[src/rtl/sfx_sequencer.sv]
// Event-driven sound-effect player for the piezo buzzer: three prioritised note-sequence
// channels (flap, score, game-over) with game-over lockout, mute and status outputs.
module sfx_sequencer #(
  parameter int unsigned              DIV_W       = 18,
  parameter int unsigned              TICK_W      = 25,
  parameter int unsigned              SEQ_MAX     = 4,
  parameter logic [SEQ_MAX*DIV_W-1:0] FLAP_SEQ    = {{3{18'd0}}, 18'd95420},
  parameter logic [SEQ_MAX*DIV_W-1:0] SCORE_SEQ   = {{2{18'd0}}, 18'd50607, 18'd63775},
  parameter logic [SEQ_MAX*DIV_W-1:0] OVER_SEQ    = {18'd95420, 18'd75757, 18'd63775, 18'd50607},
  parameter int unsigned              FLAP_LEN    = 1,
  parameter int unsigned              SCORE_LEN   = 2,
  parameter int unsigned              OVER_LEN    = 4,
  parameter logic [TICK_W-1:0]        FLAP_TICKS  = 25'd2499999,
  parameter logic [TICK_W-1:0]        SCORE_TICKS = 25'd4999999,
  parameter logic [TICK_W-1:0]        OVER_TICKS  = 25'd12499999
) (
  input  logic       sys_clk,
  input  logic       sys_rst_n,
  input  logic       flap_trig,
  input  logic       score_trig,
  input  logic       over_trig,
  input  logic       mute,
  output logic       beep,
  output logic       busy,
  output logic [1:0] cur_eff,
  output logic [1:0] note_idx
);

  if (SEQ_MAX < 1 || SEQ_MAX > 4) begin : g_bad_seq_max
    $error("sfx_sequencer: SEQ_MAX must be 1..4 (note_idx is 2 bits)");
  end
  if (FLAP_LEN < 1 || FLAP_LEN > SEQ_MAX) begin : g_bad_flap_len
    $error("sfx_sequencer: FLAP_LEN out of range 1..SEQ_MAX");
  end
  if (SCORE_LEN < 1 || SCORE_LEN > SEQ_MAX) begin : g_bad_score_len
    $error("sfx_sequencer: SCORE_LEN out of range 1..SEQ_MAX");
  end
  if (OVER_LEN < 1 || OVER_LEN > SEQ_MAX) begin : g_bad_over_len
    $error("sfx_sequencer: OVER_LEN out of range 1..SEQ_MAX");
  end

  typedef enum logic {S_IDLE, S_PLAY} state_t;
  // Effect codes double as priority levels, so "priority >= current" is a plain compare.
  typedef enum logic [1:0] {EFF_NONE = 2'd0, EFF_FLAP = 2'd1, EFF_SCORE = 2'd2, EFF_OVER = 2'd3} eff_t;

  state_t             state_q, state_d;
  eff_t               eff_q, eff_d, win_eff;
  logic [1:0]         idx_q, idx_d;
  logic [TICK_W-1:0]  tick_q, tick_d;
  logic [DIV_W-1:0]   div_cnt_q, div_cnt_d;
  logic [DIV_W-1:0]   div_val_q, div_val_d;
  logic               beep_q, beep_d;
  logic               flap_d_q, score_d_q, over_d_q;
  logic               arm_q;
  logic               flap_req, score_req, over_req, start;

  function automatic logic [DIV_W-1:0] seq_note(input eff_t eff, input logic [1:0] idx);
    logic [DIV_W-1:0] n;
    n = '0;
    for (int unsigned i = 0; i < SEQ_MAX; i++) begin
      if (2'(i) == idx) begin
        case (eff)
          EFF_FLAP:  n = FLAP_SEQ[i*DIV_W +: DIV_W];
          EFF_SCORE: n = SCORE_SEQ[i*DIV_W +: DIV_W];
          EFF_OVER:  n = OVER_SEQ[i*DIV_W +: DIV_W];
          default:   n = '0;
        endcase
      end
    end
    return n;
  endfunction

  function automatic logic [TICK_W-1:0] eff_ticks(input eff_t eff);
    case (eff)
      EFF_FLAP:  return FLAP_TICKS;
      EFF_SCORE: return SCORE_TICKS;
      EFF_OVER:  return OVER_TICKS;
      default:   return '0;
    endcase
  endfunction

  function automatic logic [1:0] eff_last(input eff_t eff);
    case (eff)
      EFF_FLAP:  return 2'(FLAP_LEN - 1);
      EFF_SCORE: return 2'(SCORE_LEN - 1);
      EFF_OVER:  return 2'(OVER_LEN - 1);
      default:   return '0;
    endcase
  endfunction

  // arm_q keeps a trigger that is already high at reset release from counting as an edge.
  always_ff @(posedge sys_clk or negedge sys_rst_n) begin
    if (!sys_rst_n) begin
      flap_d_q  <= 1'b0;
      score_d_q <= 1'b0;
      over_d_q  <= 1'b0;
      arm_q     <= 1'b0;
    end else begin
      flap_d_q  <= flap_trig;
      score_d_q <= score_trig;
      over_d_q  <= over_trig;
      arm_q     <= 1'b1;
    end
  end

  always_comb begin
    flap_req  = arm_q & flap_trig  & ~flap_d_q;
    score_req = arm_q & score_trig & ~score_d_q;
    over_req  = arm_q & over_trig  & ~over_d_q;
    win_eff   = EFF_NONE;
    if (over_req)                     win_eff = EFF_OVER;
    else if (score_req && !over_trig) win_eff = EFF_SCORE;
    else if (flap_req && !over_trig)  win_eff = EFF_FLAP;
    start = (win_eff != EFF_NONE) && (win_eff >= eff_q);
  end

  always_ff @(posedge sys_clk or negedge sys_rst_n) begin
    if (!sys_rst_n) begin
      state_q   <= S_IDLE;
      eff_q     <= EFF_NONE;
      idx_q     <= '0;
      tick_q    <= '0;
      div_cnt_q <= '0;
      div_val_q <= '0;
      beep_q    <= 1'b0;
    end else begin
      state_q   <= state_d;
      eff_q     <= eff_d;
      idx_q     <= idx_d;
      tick_q    <= tick_d;
      div_cnt_q <= div_cnt_d;
      div_val_q <= div_val_d;
      beep_q    <= beep_d;
    end
  end

  always_comb begin
    state_d   = state_q;
    eff_d     = eff_q;
    idx_d     = idx_q;
    tick_d    = tick_q;
    div_cnt_d = div_cnt_q;
    div_val_d = div_val_q;
    beep_d    = (div_val_q != '0) && !mute && (div_cnt_q >= (div_val_q >> 1));

    if (start) begin
      state_d   = S_PLAY;
      eff_d     = win_eff;
      idx_d     = '0;
      tick_d    = '0;
      div_cnt_d = '0;
      div_val_d = seq_note(win_eff, 2'd0);
    end else if (state_q == S_PLAY) begin
      if (tick_q == eff_ticks(eff_q)) begin
        tick_d    = '0;
        div_cnt_d = '0;
        if (idx_q == eff_last(eff_q)) begin
          state_d   = S_IDLE;
          eff_d     = EFF_NONE;
          idx_d     = '0;
          div_val_d = '0;
        end else begin
          idx_d     = idx_q + 2'd1;
          div_val_d = seq_note(eff_q, idx_q + 2'd1);
        end
      end else begin
        tick_d    = tick_q + 1'b1;
        div_cnt_d = (div_cnt_q >= div_val_q) ? '0 : div_cnt_q + 1'b1;
      end
    end
  end

  assign beep     = beep_q;
  assign busy     = (state_q == S_PLAY);
  assign cur_eff  = eff_q;
  assign note_idx = idx_q;

endmodule

[config.mk]
export PLATFORM = sky130hd
export DESIGN_NAME = sfx_sequencer
export DESIGN_NICKNAME = d
export VERILOG_FILES = /design/src/rtl/sfx_sequencer.sv
export SDC_FILE = /design/constraint.sdc
export NUM_CORES = 1
export LEC_CHECK = 0
export BUFFER_PORTS_ARGS = -buffer_cell sky130_fd_sc_hd__buf_2
export CAP_MARGIN = 20
export CORE_MARGIN = 2
export CORE_UTILIZATION = 50
export DETAILED_ROUTE_END_ITERATION = 7
export GPL_ROUTABILITY_DRIVEN = 0
export HOLD_SLACK_MARGIN = 0.06
export PLACE_DENSITY = 0.74
export SLEW_MARGIN = 20
export SYNTH_ARGS = -nofsm -noshare
export SYNTH_HDL_FRONTEND = slang
export SYNTH_SLANG_ARGS = --single-unit
[constraint.sdc]
create_clock -name sys_clk -period 6.8 [get_ports sys_clk]
set_input_delay 1.36 -clock sys_clk [delete_from_list [all_inputs] [get_ports sys_clk]]
set_output_delay 1.36 -clock sys_clk [all_outputs]
set_load 0.03 [all_outputs]
---- After elaboration in Yosys (flattened, before gate mapping) ----
Cells that the tools add are included.
operators by class
  $add $sub $neg .......................... 3
  magnitude comparators ................... 3
  equality and inequality tests ........... 11
  mux-type cells .......................... 42
  bitwise operators ....................... 9
  reduce and logical (&&, ||, !) cells .... 15
operator list
  operator                                                               count
  18-bit two-way mux                                                     11
  25-bit two-way mux                                                     5
  17-bit case mux with 3 select lines                                    2
  24-bit case mux with 3 select lines                                    1
  17-bit two-way mux                                                     3
  16-bit case mux with 2 select lines                                    1
  2-bit two-way mux                                                      13
  25-bit by 1-bit adder with 25-bit output, second input constant        1
  25-bit equality test                                                   1
  18-bit by 1-bit adder with 18-bit output, second input constant        1
  18-bit by 17-bit greater-or-equal comparator with 1-bit output         1
  18-bit greater-or-equal comparator                                     1
  18-bit nonzero test                                                    1
  2-bit equality test, second input constant                             4
  2-bit nonzero test                                                     4
  1-bit AND                                                              6
  1-bit logical AND                                                      5
  1-bit two-way mux                                                      5
  2-bit by 1-bit equality test with 1-bit output, second input constant  2
  2-bit equality test, first input constant                              2
  2-bit case mux with 2 select lines                                     1
  1-bit NOT                                                              3
  3-bit AND reduction                                                    1
  2-bit by 1-bit adder with 2-bit output, second input constant          1
  6 further kinds                                                        7
word-level totals
  register bits after elaboration ......... 71
  bits of input ports ..................... 6
  output and inout port bits .............. 6

---- Longest topological paths before layout ----
Gate-level depths: netlist (run 1).
  depth after elaboration ................. 18
  gate-level depth with buffers ........... 11
  mapped depth without buffers ............ 10

---- Least setup slack after synthesis (run 1) ----
No wires, ideal clock.
  kind .................................... input to register
  start ................................... input port score_trig
  end ..................................... register div_cnt_q[6]
  arrival ................................. 3.879 ns
  setup slack ............................. 2.842 ns
  stages .................................. 11
  buffers on the path ..................... 1
  cell sequence ........................... nand2b_1 -> and3_1 -> o21ai_0 -> ha_1 -> nand2b_1 -> a21o_1 -> a2111oi_0 -> o311a_1 -> clkbuf_1 -> a31oi_1 -> mux2i_1
between the ends
  longest elaborated chain between the ends .. 8
  elaborated cells on any way between the ends .. 10
  classes of those cells .................. order compare: 1; mux: 3; bitwise: 2; reduce/logical: 4
RTL lines
  element                                                                  line  RTL
  from (decl)                                                              20    input logic score_trig,
  1-bit AND * (2 in series)                                                108   score_req = arm_q & score_trig & ~score_d_q;
  1-bit logical AND *                                                      112   else if (score_req && !over_trig) win_eff = EFF_SCORE;
  2-bit two-way mux *                                                      112
  2-bit two-way mux *                                                      111   if (over_req) win_eff = EFF_OVER;
  2-bit greater-or-equal comparator or 2-bit nonzero test (tied branches)  114   start = (win_eff != EFF_NONE) && (win_eff >= eff_q);
  1-bit logical AND *                                                      114
  18-bit two-way mux or 2-bit nonzero test (tied branches)                 -
  to (signal assigned)                                                     131   div_cnt_q <= div_cnt_d;
  to (decl)                                                                50    logic [DIV_W-1:0] div_cnt_q, div_cnt_d;
Mark *: on every way between the ends. The rest lies on a longest branch, timed or not.
A chain may end at the register's enable or synchronous reset.

---- Worst setup path after layout (run 1) ----
  start ................................... input port over_trig
  end ..................................... register div_cnt_q[0]
between the ends
  longest elaborated chain between the ends .. 8
  elaborated cells on any way between the ends .. 13
  classes of those cells .................. order compare: 1; mux: 4; bitwise: 2; reduce/logical: 6
RTL lines
  element                                                                  line      RTL
  from (decl)                                                              21        input logic over_trig,
  1-bit zero test                                                          112, 113
  1-bit logical AND                                                        113       else if (flap_req && !over_trig) win_eff = EFF_FLAP;
  1-bit two-way mux                                                        113
  2-bit two-way mux                                                        112
  2-bit two-way mux *                                                      111
  2-bit greater-or-equal comparator or 2-bit nonzero test (tied branches)  114
  1-bit logical AND *                                                      114
  18-bit two-way mux or 2-bit nonzero test (tied branches)                 -
Marked as above.

==> metrics.txt, run 1 <==
share of the synthesized area in compound gates (AO/OA/AOI/OAI)=0.1492; fraction of post-synthesis cell area in the top cell type by area=0.3637; VDD IR max=184.7 uV; vertical die dimension=97.11 um; Top Ports=12; share of total power in combinational logic=0.457; Max FO, Critical Path=15; minimum setup slack among reg-to-reg paths=3.22 ns; antenna diode count=0; worst path bufs/invs=1; final design instance area without fill=4700 um^2; number of post-CTS setup repair buffers=0; aggregate global routing overflow=0; biggest area consumer among synthesized cells=sky130_fd_sc_hd__dfrtp_1; adder-cell share of the synthesized area=0.1443; total number of clock tree sinks=63; count of max-cap constraint violations=0; Synth async-reset ratio=1.000; Worst EP required=7.07 ns; Max Slew Vio Count=0; number of search-and-repair iterations in the first detailed-routing pass=4; cells on worst reg2reg path=9; Critical Path Sink Type=register; net switching power=680.0 uW; Crit. path cell count=11; basic-gate share of the synthesized area counting and, or, nand and nor cells=0.2177; area growth from synthesis to layout=8.430%; Slew headroom=0.3801; total CTS buffers=9; run status=completed; vias after detailed routing=3576; area enclosed by the die boundary=9429 um^2; sw frac=0.4416; beginning of the critical path=over_trig; final routed DRC violation total=0; post-route fraction of the period consumed by the critical path=0.6036; H-tree lvl count=3; critical path cell sequence=buf_2, nor2_1, and3_1, o21ai_0, ha_1, nand2b_1, a21o_1, a2111oi_0, o311a_1, nand3_1, o21ai_0; multiplexer share of the synthesized area=0.02367; vias in the first global route=3434; Filler Cell Count=732; Via-to-Cell Ratio=6.010; Post-Route Hold Slack=0.5368 ns; Int Pwr=859.9 uW; mean area per synthesized cell=9.125 um^2; Reg-to-Reg Start=cur_eff[1]; wire length of the first global-routing pass=16580 um; combinational family with the most area after synthesis=simple AND/OR/NAND/NOR gates; clock network fraction of design power=0.212; number of nets with antenna violations after detailed routing=0; endpoints failing hold=0; cell types with the largest area share after synthesis=sky130_fd_sc_hd__dfrtp_1, sky130_fd_sc_hd__ha_1, sky130_fd_sc_hd__nor2_1; number of synthesized flops with an enable pin=0; DP HPWL=7176 um; fraction of layout cells with a size suffix above 1=0.08163; leakage component of the power=2.202 nW; type of element launching the critical path=input port; DP Area=4502 um^2; power share of the sequential group=0.330; pin count of the biggest net entering global routing=64; post-layout minimum cycle time=4.104 ns; TritonCTS clock tree=yes; xor and xnor fraction of the mapped netlist area=0.06062; worst min-delay path startpoint=div_val_q[12]; clock-pin slew on the worst setup and hold paths=0.07 ns; Synth Register Bits=63; floorplan core area=8299 um^2; dominant cell type by count on the critical path=sky130_fd_sc_hd__o21ai_0; Max Clk Rate=243.6 MHz; Overall Global Routing Usage=0.2154; category of the critical setup timing path=in -> reg; ratio of total power to cell area=327.7 nW/um^2; routed length per instance=16.50 um; Worst Tran Pin Value=0.9267 ns; clock insertion delay at the later pin of the skew report=0.35 ns; cell area after synthesis=4334 um^2; antenna violations before repair=0; number of library cell types mapped by synthesis=54; RSZ-0062 raised after global routing=false; TNS Setup=0 ns; number of setup violations in the final report=0; maximum root-to-sink buffer count=2; classification of the worst-slack hold path=reg -> reg; sequential cell area fraction in the yosys report=0.3637; # resized after CTS=0; Synth Net Count=531; Initial DRC Count=230; total routed wirelength=9817 um; clock root buffer=sky130_fd_sc_hd__clkbuf_8; total of warnings raised by yosys=0; destination of the worst register-to-register timing path=tick_q[8]; starting utilization of the core area=0.5222; critical path capture point=div_cnt_q[0]; Critical-path top delay cell=sky130_fd_sc_hd__o311a_1; CP delay by family, top=compound AO/OA/AOI/OAI gates; CP Data Arrival Time=4.37 ns; clk_skew=0.007391 ns; Mapped Cells=475; count of input and output buffers=11; num rows=33; dominant register cell in the synthesized netlist=sky130_fd_sc_hd__dfrtp_1; hold bufs inserted after CTS=0; Crit path largest cell delay=0.58 ns; number of nets in the finished design=541; die outline width=97.11 um
## worst reg2reg max path: cells and delay by family, from the launching register on
family,cells,cell delay [ns]
adders and majority gates,1,0.29
buffers and inverters,2,0.60
DFF,1,0.48
and+or+nand+nor,2,0.62
AOI/OAI and AO/OA,4,1.48
## how the worst min path moves through the flow
stage | cells past startpoint | endpoint | slack, ns
floorplan | 2 | div_val_q[11] | 0.49
global placement | 2 | div_val_q[12] | 0.51
detailed placement | 2 | div_val_q[12] | 0.52
CTS | 2 | div_val_q[12] | 0.54
global route | 2 | div_val_q[12] | 0.55
finish | 2 | div_val_q[12] | 0.54
## cells in the mapped netlist, types with 2 or more instances
cell / number
sky130_fd_sc_hd__dfrtp_1: 63
sky130_fd_sc_hd__ha_1: 50
sky130_fd_sc_hd__nor2_1: 49
sky130_fd_sc_hd__inv_1: 29
sky130_fd_sc_hd__nand4_1: 29
sky130_fd_sc_hd__a21oi_1: 23
sky130_fd_sc_hd__nand3_1: 23
sky130_fd_sc_hd__nand2_1: 19
sky130_fd_sc_hd__xor2_1: 18
sky130_fd_sc_hd__o21ai_0: 16
sky130_fd_sc_hd__and3_1: 13
sky130_fd_sc_hd__xnor2_1: 12
sky130_fd_sc_hd__a31oi_1: 11
sky130_fd_sc_hd__clkbuf_1: 11
sky130_fd_sc_hd__a21o_1: 9
sky130_fd_sc_hd__nor3_1: 9
sky130_fd_sc_hd__nor4_1: 9
sky130_fd_sc_hd__mux2i_1: 8
sky130_fd_sc_hd__o22ai_1: 7
sky130_fd_sc_hd__nor2b_1: 6
sky130_fd_sc_hd__or3_1: 6
sky130_fd_sc_hd__nand2b_1: 5
sky130_fd_sc_hd__a31o_2: 3
sky130_fd_sc_hd__buf_2: 3
sky130_fd_sc_hd__o21bai_1: 3
sky130_fd_sc_hd__o31ai_1: 3
sky130_fd_sc_hd__or4_1: 3
sky130_fd_sc_hd__a211oi_1: 2
sky130_fd_sc_hd__a22o_1: 2
sky130_fd_sc_hd__a22oi_1: 2
sky130_fd_sc_hd__and2_1: 2
sky130_fd_sc_hd__mux2_2: 2
sky130_fd_sc_hd__nand4b_1: 2
sky130_fd_sc_hd__nor4b_1: 2
sky130_fd_sc_hd__o22a_1: 2
## placed cells by master, fill, tap and decap left out, types with 3 or more instances in the layout
| cell type | n |
|---|---|
| sky130_fd_sc_hd__nor2_1 | 49 |
| sky130_fd_sc_hd__nand3_1 | 23 |
| sky130_fd_sc_hd__buf_4 | 3 |
| sky130_fd_sc_hd__a31oi_1 | 11 |
| sky130_fd_sc_hd__inv_1 | 29 |
| sky130_fd_sc_hd__mux2i_1 | 8 |
| sky130_fd_sc_hd__clkbuf_8 | 10 |
| sky130_fd_sc_hd__a21oi_1 | 22 |
| sky130_fd_sc_hd__nand4_1 | 29 |
| sky130_fd_sc_hd__or3_1 | 6 |
| sky130_fd_sc_hd__dfrtp_1 | 63 |
| sky130_fd_sc_hd__clkinv_2 | 3 |
| sky130_fd_sc_hd__xnor2_1 | 12 |
| sky130_fd_sc_hd__buf_2 | 11 |
| sky130_fd_sc_hd__o22ai_1 | 7 |
| sky130_fd_sc_hd__nor4_1 | 9 |
| sky130_fd_sc_hd__a31o_2 | 3 |
| sky130_fd_sc_hd__nand2b_1 | 5 |
| sky130_fd_sc_hd__nor2b_1 | 6 |
| sky130_fd_sc_hd__or4_1 | 3 |
| sky130_fd_sc_hd__nor3_1 | 9 |
| sky130_fd_sc_hd__nand2_1 | 19 |
| sky130_fd_sc_hd__and3_1 | 13 |
| sky130_fd_sc_hd__o21ai_0 | 15 |
| sky130_fd_sc_hd__a21o_1 | 9 |
| sky130_fd_sc_hd__o31ai_1 | 3 |
| sky130_fd_sc_hd__ha_1 | 50 |
| sky130_fd_sc_hd__xor2_1 | 18 |
| sky130_fd_sc_hd__o21bai_1 | 3 |
## metal layers
layer  vias to the layer above  track usage  routed length [um]
li1                       1762            -                   -
met1                      1716       0.2996                4703
met2                        83       0.3376                4458
met3                        15      0.03453                 472
met4                         0      0.08559                 183
met5                         -            0                   0
## cell type report
| type | count | area [um^2] | share of cell area |
|---|---|---|---|
| clock buffer | 12 | 145.1 | 0.03088 |
| timing repair buffer | 14 | 77.57 | 0.01651 |
| inverter | 29 | 108.9 | 0.02316 |
| tap | 105 | 131.4 | 0.02796 |
| multi-input combinational | 368 | 2615 | 0.5564 |
| clock inverter | 4 | 45.04 | 0.009585 |
| sequential | 63 | 1577 | 0.3355 |
## metrics by stage
stage | cells | setup WS [ns] | power [mW] | utilization
finish | 595 | 2.696 | 1.540 | 0.5663
global route | 595 | 2.425 | 1.660 | 0.5663
CTS | 595 | 2.727 | 1.537 | 0.5654
detailed placement | 579 | 2.357 | 1.207 | 0.5424
global placement | 579 | 2.471 | 1.180 | 0.5411
floorplan | 475 | 2.842 | 1.024 | -
## power by group through the flow
stage / Sequential [mW] / Clock, mW / Combinational, mW
after floorplan: 0.509 / 0 / 0.516
after global placement: 0.512 / 0 / 0.668
after detailed placement: 0.513 / 0 / 0.694
after CTS: 0.506 / 0.333 / 0.698
after global routing: 0.516 / 0.356 / 0.788
final: 0.509 / 0.327 / 0.704
## cells by family (layout without fill, tap and decap cells)
logic type      Yosys count  count (layout)
simple gates            181             181
compound gates           96              96
flops                    63              63
fa+ha+maj                50              50
buf+inv                  44              59
xor+xnor                 30              30
mux                      10              10
other cells               1               1
## registers in the layout, indices dropped and copies added, names as in the netlist
signal / cells
div_val_q: 10
tick_q: 25
busy: 1
over_d_q: 1
arm_q: 1
note_idx: 2
score_d_q: 1
cur_eff: 2
beep: 1
flap_d_q: 1
div_cnt_q: 18
No activity file was read; power rests on OpenSTA's default activity.
==> run 2: changes to the inputs <==
==> constraint.sdc (replaced) <==
create_clock -name sys_clk -period 4.26 [get_ports sys_clk]
set_input_delay 0.852 -clock sys_clk [delete_from_list [all_inputs] [get_ports sys_clk]]
set_output_delay 0.852 -clock sys_clk [all_outputs]
set_load 0.03 [all_outputs]
==> run 2 against run 1 <==
Effect of this change:
- critical path depth is 2 lower
- register-to-register slack worse by 2.6 ns
- global-route usage is 0.21 points higher
- sequential share of layout area hardly changed
- first-iteration DRC count is 15% lower
- clock skew is 0.0021 ns higher
- utilization hardly changed
- cell count is 0.34% higher
- final area hardly changed
- total power is 56% higher
- count of clock-buffer cells in the layout stayed put
- die area stayed put
- critical path type is now reg -> reg
- critical endpoint is now tick_q[7]
==> metrics.txt, run 2 (same netlist as run 1, synthesis figures left out) <==
run status=completed; category of the critical setup timing path=reg -> reg; TritonCTS clock tree=yes; Via-to-Cell Ratio=6.134 (+2.1%); final routed DRC violation total=0 (unchanged); Worst Tran Pin Value=1.078 ns (+0.1516 ns); largest registers=tick_q x25, div_cnt_q x18, div_val_q x10; pin count of the biggest net entering global routing=35 (-45%); Crit path largest cell delay=0.99 ns (+0.41 ns); Max FO, Critical Path=23 (+8); H-tree lvl count=3 (unchanged); aggregate global routing overflow=0 (unchanged); clock-pin slew on the worst setup and hold paths=0.06 ns (about the same); starting utilization of the core area=0.5222 (unchanged); Overall Global Routing Usage=0.2175 (+0.002113); final setup slack of the worst path=0.6486 ns (-2.047 ns); CP Data Arrival Time=3.84 ns (-0.53 ns); DP Area=4528 um^2 (+0.58%); count of input and output buffers=11 (unchanged); most frequent cells in the layout=sky130_fd_sc_hd__dfrtp_1, sky130_fd_sc_hd__ha_1, sky130_fd_sc_hd__nor2_1; type of element launching the critical path=register; leading cell type in the layout, fill and taps excluded=sky130_fd_sc_hd__dfrtp_1; vias in the first global route=3563 (+3.8%); dpl ws=0.6154 ns (-1.742 ns); number of nets with antenna violations after detailed routing=0 (unchanged); total number of clock tree sinks=63 (unchanged); clock root buffer=sky130_fd_sc_hd__clkbuf_8; Power Total=2.403 mW (+56%); Critical Path Sink Type=register; Initial DRC Count=196 (-15%); area enclosed by the die boundary=9429 um^2 (unchanged); endpoints failing hold=0 (unchanged); DP HPWL=7213 um (+0.51%); Max Slew Vio Count=0 (unchanged); routed length per instance=16.53 um (+0.20%); fin cells=597 (+0.34%); number of setup violations in the final report=0 (unchanged); number of nets in the finished design=546 (+0.92%); floorplan core area=8299 um^2 (unchanged); ratio of total power to cell area=511.5 nW/um^2 (+56%); wire length of the first global-routing pass=16900 um (+1.9%); number of post-CTS setup repair buffers=0 (unchanged); # resized after CTS=0 (unchanged); cell count after placement=584 (+0.86%); count of max-cap constraint violations=0 (unchanged); clock insertion delay at the later pin of the skew report=0.34 ns (about the same); Top Ports=12 (unchanged); total routed wirelength=9870 um (+0.54%); vias after detailed routing=3662 (+2.4%); TNS Setup=0 ns (unchanged); hold bufs inserted after CTS=0 (unchanged); post-layout minimum cycle time=3.611 ns; fraction of layout cells with a size suffix above 1=0.08943 (+0.007798); classification of the worst-slack hold path=reg -> reg; Biggest register=tick_q; RSZ-0062 raised after global routing=false; antenna violations before repair=0 (unchanged); critical path cell sequence=inv_1, ha_1, or4b_1, o32ai_2, nand2_2, o41ai_4, buf_4, o22ai_1, a21o_1; final core area utilization=0.5661 (about the same); vertical die dimension=97.11 um (unchanged); post-route fraction of the period consumed by the critical path=0.8477; Post-Route Hold Slack=0.5354 ns (-0.001337 ns); num rows=33 (unchanged); Max Clk Rate=276.9 MHz; Slew headroom=0.2787 (-0.1014); leakage component of the power=2.207 nW (+0.21%); antenna diode count=0 (unchanged); flip-flop count of the largest register, all copies and words added=25 (unchanged); VDD IR max=253.7 uV (+37%); total CTS buffers=9 (unchanged); Critical-path top delay cell=sky130_fd_sc_hd__o41ai_4; die outline width=97.11 um (unchanged); final design instance area without fill=4698 um^2 (about the same); maximum root-to-sink buffer count=2 (unchanged); number of search-and-repair iterations in the first detailed-routing pass=4 (unchanged); clk_skew=0.009488 ns (+0.002098 ns); Worst EP required=4.49 ns (-2.58 ns); area growth from synthesis to layout=8.401% (about the same)
-- run 2: changes by cell type in the layout (fill, tap and decap cells not counted), sizes merged --
| cell | delta |
|---|---|
| clkinv | -2 |
| bufinv | -1 |
| buf | +5 |
-- run 2: worst paths after layout --
path	startpoint	to	slack [ns]	cells after the start
hold / removal	div_val_q[12]	div_val_q[12]	0.54	2
min in group asynchronous	sys_rst_n	tick_q[16]	0.55	1
max in group asynchronous	sys_rst_n	div_cnt_q[0]	2.79	2
hold reg to reg	div_val_q[12]	div_val_q[12]	0.54	2
setup / recovery	cur_eff[1]	tick_q[7]	0.65	9
setup reg to reg	cur_eff[1]	tick_q[7]	0.65	9
-- run 2: power breakdown --
part	internal (mW)	switching (mW)	leakage, nW
combinational	0.408	0.720	1.27
sequential	0.689	0.119	0.843
clock	0.248	0.219	0.0902
-- run 2: final cells by class --
type | count | area (um^2)
clock buffers | 12 | 165.2
clock inverters | 1 | 5.005
fillers | 752 | 3601
inverters | 29 | 108.9
multi-input cells | 368 | 2596
flip-flops and latches | 63 | 1577
well taps | 105 | 131.4
repair buffers | 19 | 115.1
-- run 2: worst max-delay path, delay by kind of cell, from the launching register on --
kind / cells / cell delay, ns
AO/OA/AOI/OAI: 4 / 1.53
flip-flops: 1 / 0.50
AND/OR/NAND/NOR: 2 / 0.60
buffers and inverters: 2 / 0.59
adder cells (fa/ha/maj): 1 / 0.28
-- run 2: per-layer routing --
| metal | vias up | part of all wire | track usage |
|---|---|---|---|
| li1 | 1767 | - | - |
| met1 | 1797 | 0.47 | 0.2953 |
| met2 | 87 | 0.47 | 0.3520 |
| met3 | 11 | 0.044 | 0.04101 |
| met4 | 0 | 0.015 | 0.07151 |
| met5 | - | 0 | 0 |
==> run 3: changes to the inputs <==
==> constraint.sdc (replaced) <==
create_clock -name sys_clk -period 3.7 [get_ports sys_clk]
set_input_delay 0.74 -clock sys_clk [delete_from_list [all_inputs] [get_ports sys_clk]]
set_output_delay 0.74 -clock sys_clk [all_outputs]
set_load 0.03 [all_outputs]
==> run 3 against run 2 <==
Effect of this change:
- largest cell class unchanged
- maximum frequency up 15%
- critical endpoint is now div_val_q[9]
- cell count up 1.3%
- total power up 19%
- wire length up 2.0%
==> metrics.txt, run 3 (same netlist as run 1, synthesis figures left out) <==
post-layout minimum cycle time=3.147 ns (-0.4643 ns); antenna violations before repair=0 (unchanged); DP HPWL=7494 um (+3.9%); endpoints failing hold=0 (unchanged); die outline width=97.11 um (unchanged); area enclosed by the die boundary=9429 um^2 (unchanged); final routed DRC violation total=0 (unchanged); post-route fraction of the period consumed by the critical path=0.8505 (+0.002808); type of element launching the critical path=register; final core area utilization=0.5729 (+0.006784); TritonCTS clock tree=yes; total routed wirelength=10070 um (+2.0%); number of nets with antenna violations after detailed routing=0 (unchanged); Max Slew Vio Count=0 (unchanged); Initial DRC Count=238 (+21%); flip-flop count of the largest register, all copies and words added=25 (unchanged); leakage component of the power=2.236 nW (+1.3%); clock root buffer=sky130_fd_sc_hd__clkbuf_8; Worst EP required=3.93 ns (-0.56 ns); category of the critical setup timing path=reg -> reg; number of setup violations in the final report=0 (unchanged); Critical Path Sink Type=register; Max Clk Rate=317.8 MHz (+15%); antenna diode count=0 (unchanged); fraction of layout cells with a size suffix above 1=0.1000 (+0.01057); ratio of total power to cell area=600.6 nW/um^2 (+17%); clk_skew=0.008397 ns (-0.001092 ns); Biggest register=tick_q; number of post-CTS setup repair buffers=0 (unchanged); area growth from synthesis to layout=9.700%; clock-pin slew on the worst setup and hold paths=0.07 ns (about the same); H-tree lvl count=3 (unchanged); cell count after placement=589 (+0.86%); total CTS buffers=9 (unchanged); classification of the worst-slack hold path=in -> async; maximum root-to-sink buffer count=2 (unchanged); most frequent cells in the layout=sky130_fd_sc_hd__dfrtp_1, sky130_fd_sc_hd__ha_1, sky130_fd_sc_hd__nor2_1; starting utilization of the core area=0.5222 (unchanged); vias in the first global route=3475 (-2.5%); RSZ-0062 raised after global routing=false; aggregate global routing overflow=0 (unchanged); # resized after CTS=0 (unchanged); pin count of the biggest net entering global routing=46 (+31%); CP Data Arrival Time=3.38 ns (-0.46 ns); Slew headroom=0.4583 (+0.1797); VDD IR max=441.6 uV (+74%); Worst Tran Pin Value=0.8056 ns (-0.2727 ns); count of max-cap constraint violations=0 (unchanged); Via-to-Cell Ratio=5.990 (-2.3%); leading cell type in the layout, fill and taps excluded=sky130_fd_sc_hd__dfrtp_1; wire length of the first global-routing pass=16530 um (-2.2%); floorplan core area=8299 um^2 (unchanged); clock insertion delay at the later pin of the skew report=0.34 ns (about the same); hold bufs inserted after CTS=0 (unchanged); fin cells=605 (+1.3%); run status=completed; routed length per instance=16.64 um (+0.67%); number of nets in the finished design=552 (+1.1%); count of input and output buffers=11 (unchanged); Top Ports=12 (unchanged); total number of clock tree sinks=63 (unchanged); largest registers=tick_q x25, div_cnt_q x18, div_val_q x10; number of search-and-repair iterations in the first detailed-routing pass=5 (+1); Overall Global Routing Usage=0.2164 (-0.001139); num rows=33 (unchanged); vertical die dimension=97.11 um (unchanged); TNS Setup=0 ns (unchanged); vias after detailed routing=3624 (-1.0%); Max FO, Critical Path=15 (-35%)
==> run 3: cell count changes in the layout (fill, tap and decap cells not counted), sizes merged <==
cell	previous run	this run
clkbuf	12	11
clkinvlp	0	1
bufinv	0	1
clkinv	1	2
buf	19	25
==> run 3: worst paths after layout <==
check | from | to | slack, ns | depth (start not counted)
max | cur_eff[1] | div_val_q[9] | 0.55 | 8
min reg2reg | div_cnt_q[2] | div_cnt_q[2] | 0.56 | 1
max reg2reg | cur_eff[1] | div_val_q[9] | 0.55 | 8
min in group sys_clk | flap_trig | flap_d_q | 0.51 | 1
max in group asynchronous | sys_rst_n | div_val_q[8] | 2.73 | 2
min | sys_rst_n | tick_q[12] | 0.39 | 1
==> run 3: power by group <==
group / switching (mW) / total [mW] / internal (mW)
clock: 0.270 / 0.576 / 0.306
sequential: 0.136 / 0.928 / 0.793
combinational: 0.847 / 1.35 / 0.505
total: 1.25 / 2.86 / 1.60
==> run 3: layout make-up <==
class / count / area (um^2)
clock inverter: 4 / 47.55
timing repair buffer: 25 / 162.7
fill: 707 / 3545
tap: 105 / 131.4
clock buffer: 11 / 131.4
sequential: 63 / 1577
multi-input combinational: 368 / 2596
inverter: 29 / 108.9
==> run 3: critical path: stages (launching register included) <==
cell and delay, ns:
sky130_fd_sc_hd__dfrtp_1 0.49, sky130_fd_sc_hd__inv_1 0.14, sky130_fd_sc_hd__ha_1 0.24, sky130_fd_sc_hd__or4b_1 0.47
sky130_fd_sc_hd__o32ai_2 0.24, sky130_fd_sc_hd__nand2_2 0.13, sky130_fd_sc_hd__o41ai_4 0.67, sky130_fd_sc_hd__buf_4 0.31
sky130_fd_sc_hd__mux2_2 0.34
==> run 3: per-layer routing <==
| metal | GRT usage | up-vias | part of all wire |
|---|---|---|---|
| li1 | - | 1776 | - |
| met1 | 0.2960 | 1715 | 0.46 |
| met2 | 0.3456 | 113 | 0.47 |
| met3 | 0.03957 | 20 | 0.049 |
| met4 | 0.07692 | 0 | 0.019 |
| met5 | 0 | - | 0 |
==> run 3: stage by stage <==
stage	setup WS, ns	cell area, um^2	power (mW)	hold slack, ns
3_3_place_gp	0.3520	4566	2.202	0.5215
4_1_cts	0.2165	4745	2.851	0.4935
2_1_floorplan	0.3617	4334	1.883	0.4444
5_1_grt	0.4049	4755	3.049	0.4390
6_report	0.5530	4755	2.856	0.3900
3_5_place_dp	0.2266	4566	2.264	0.5548
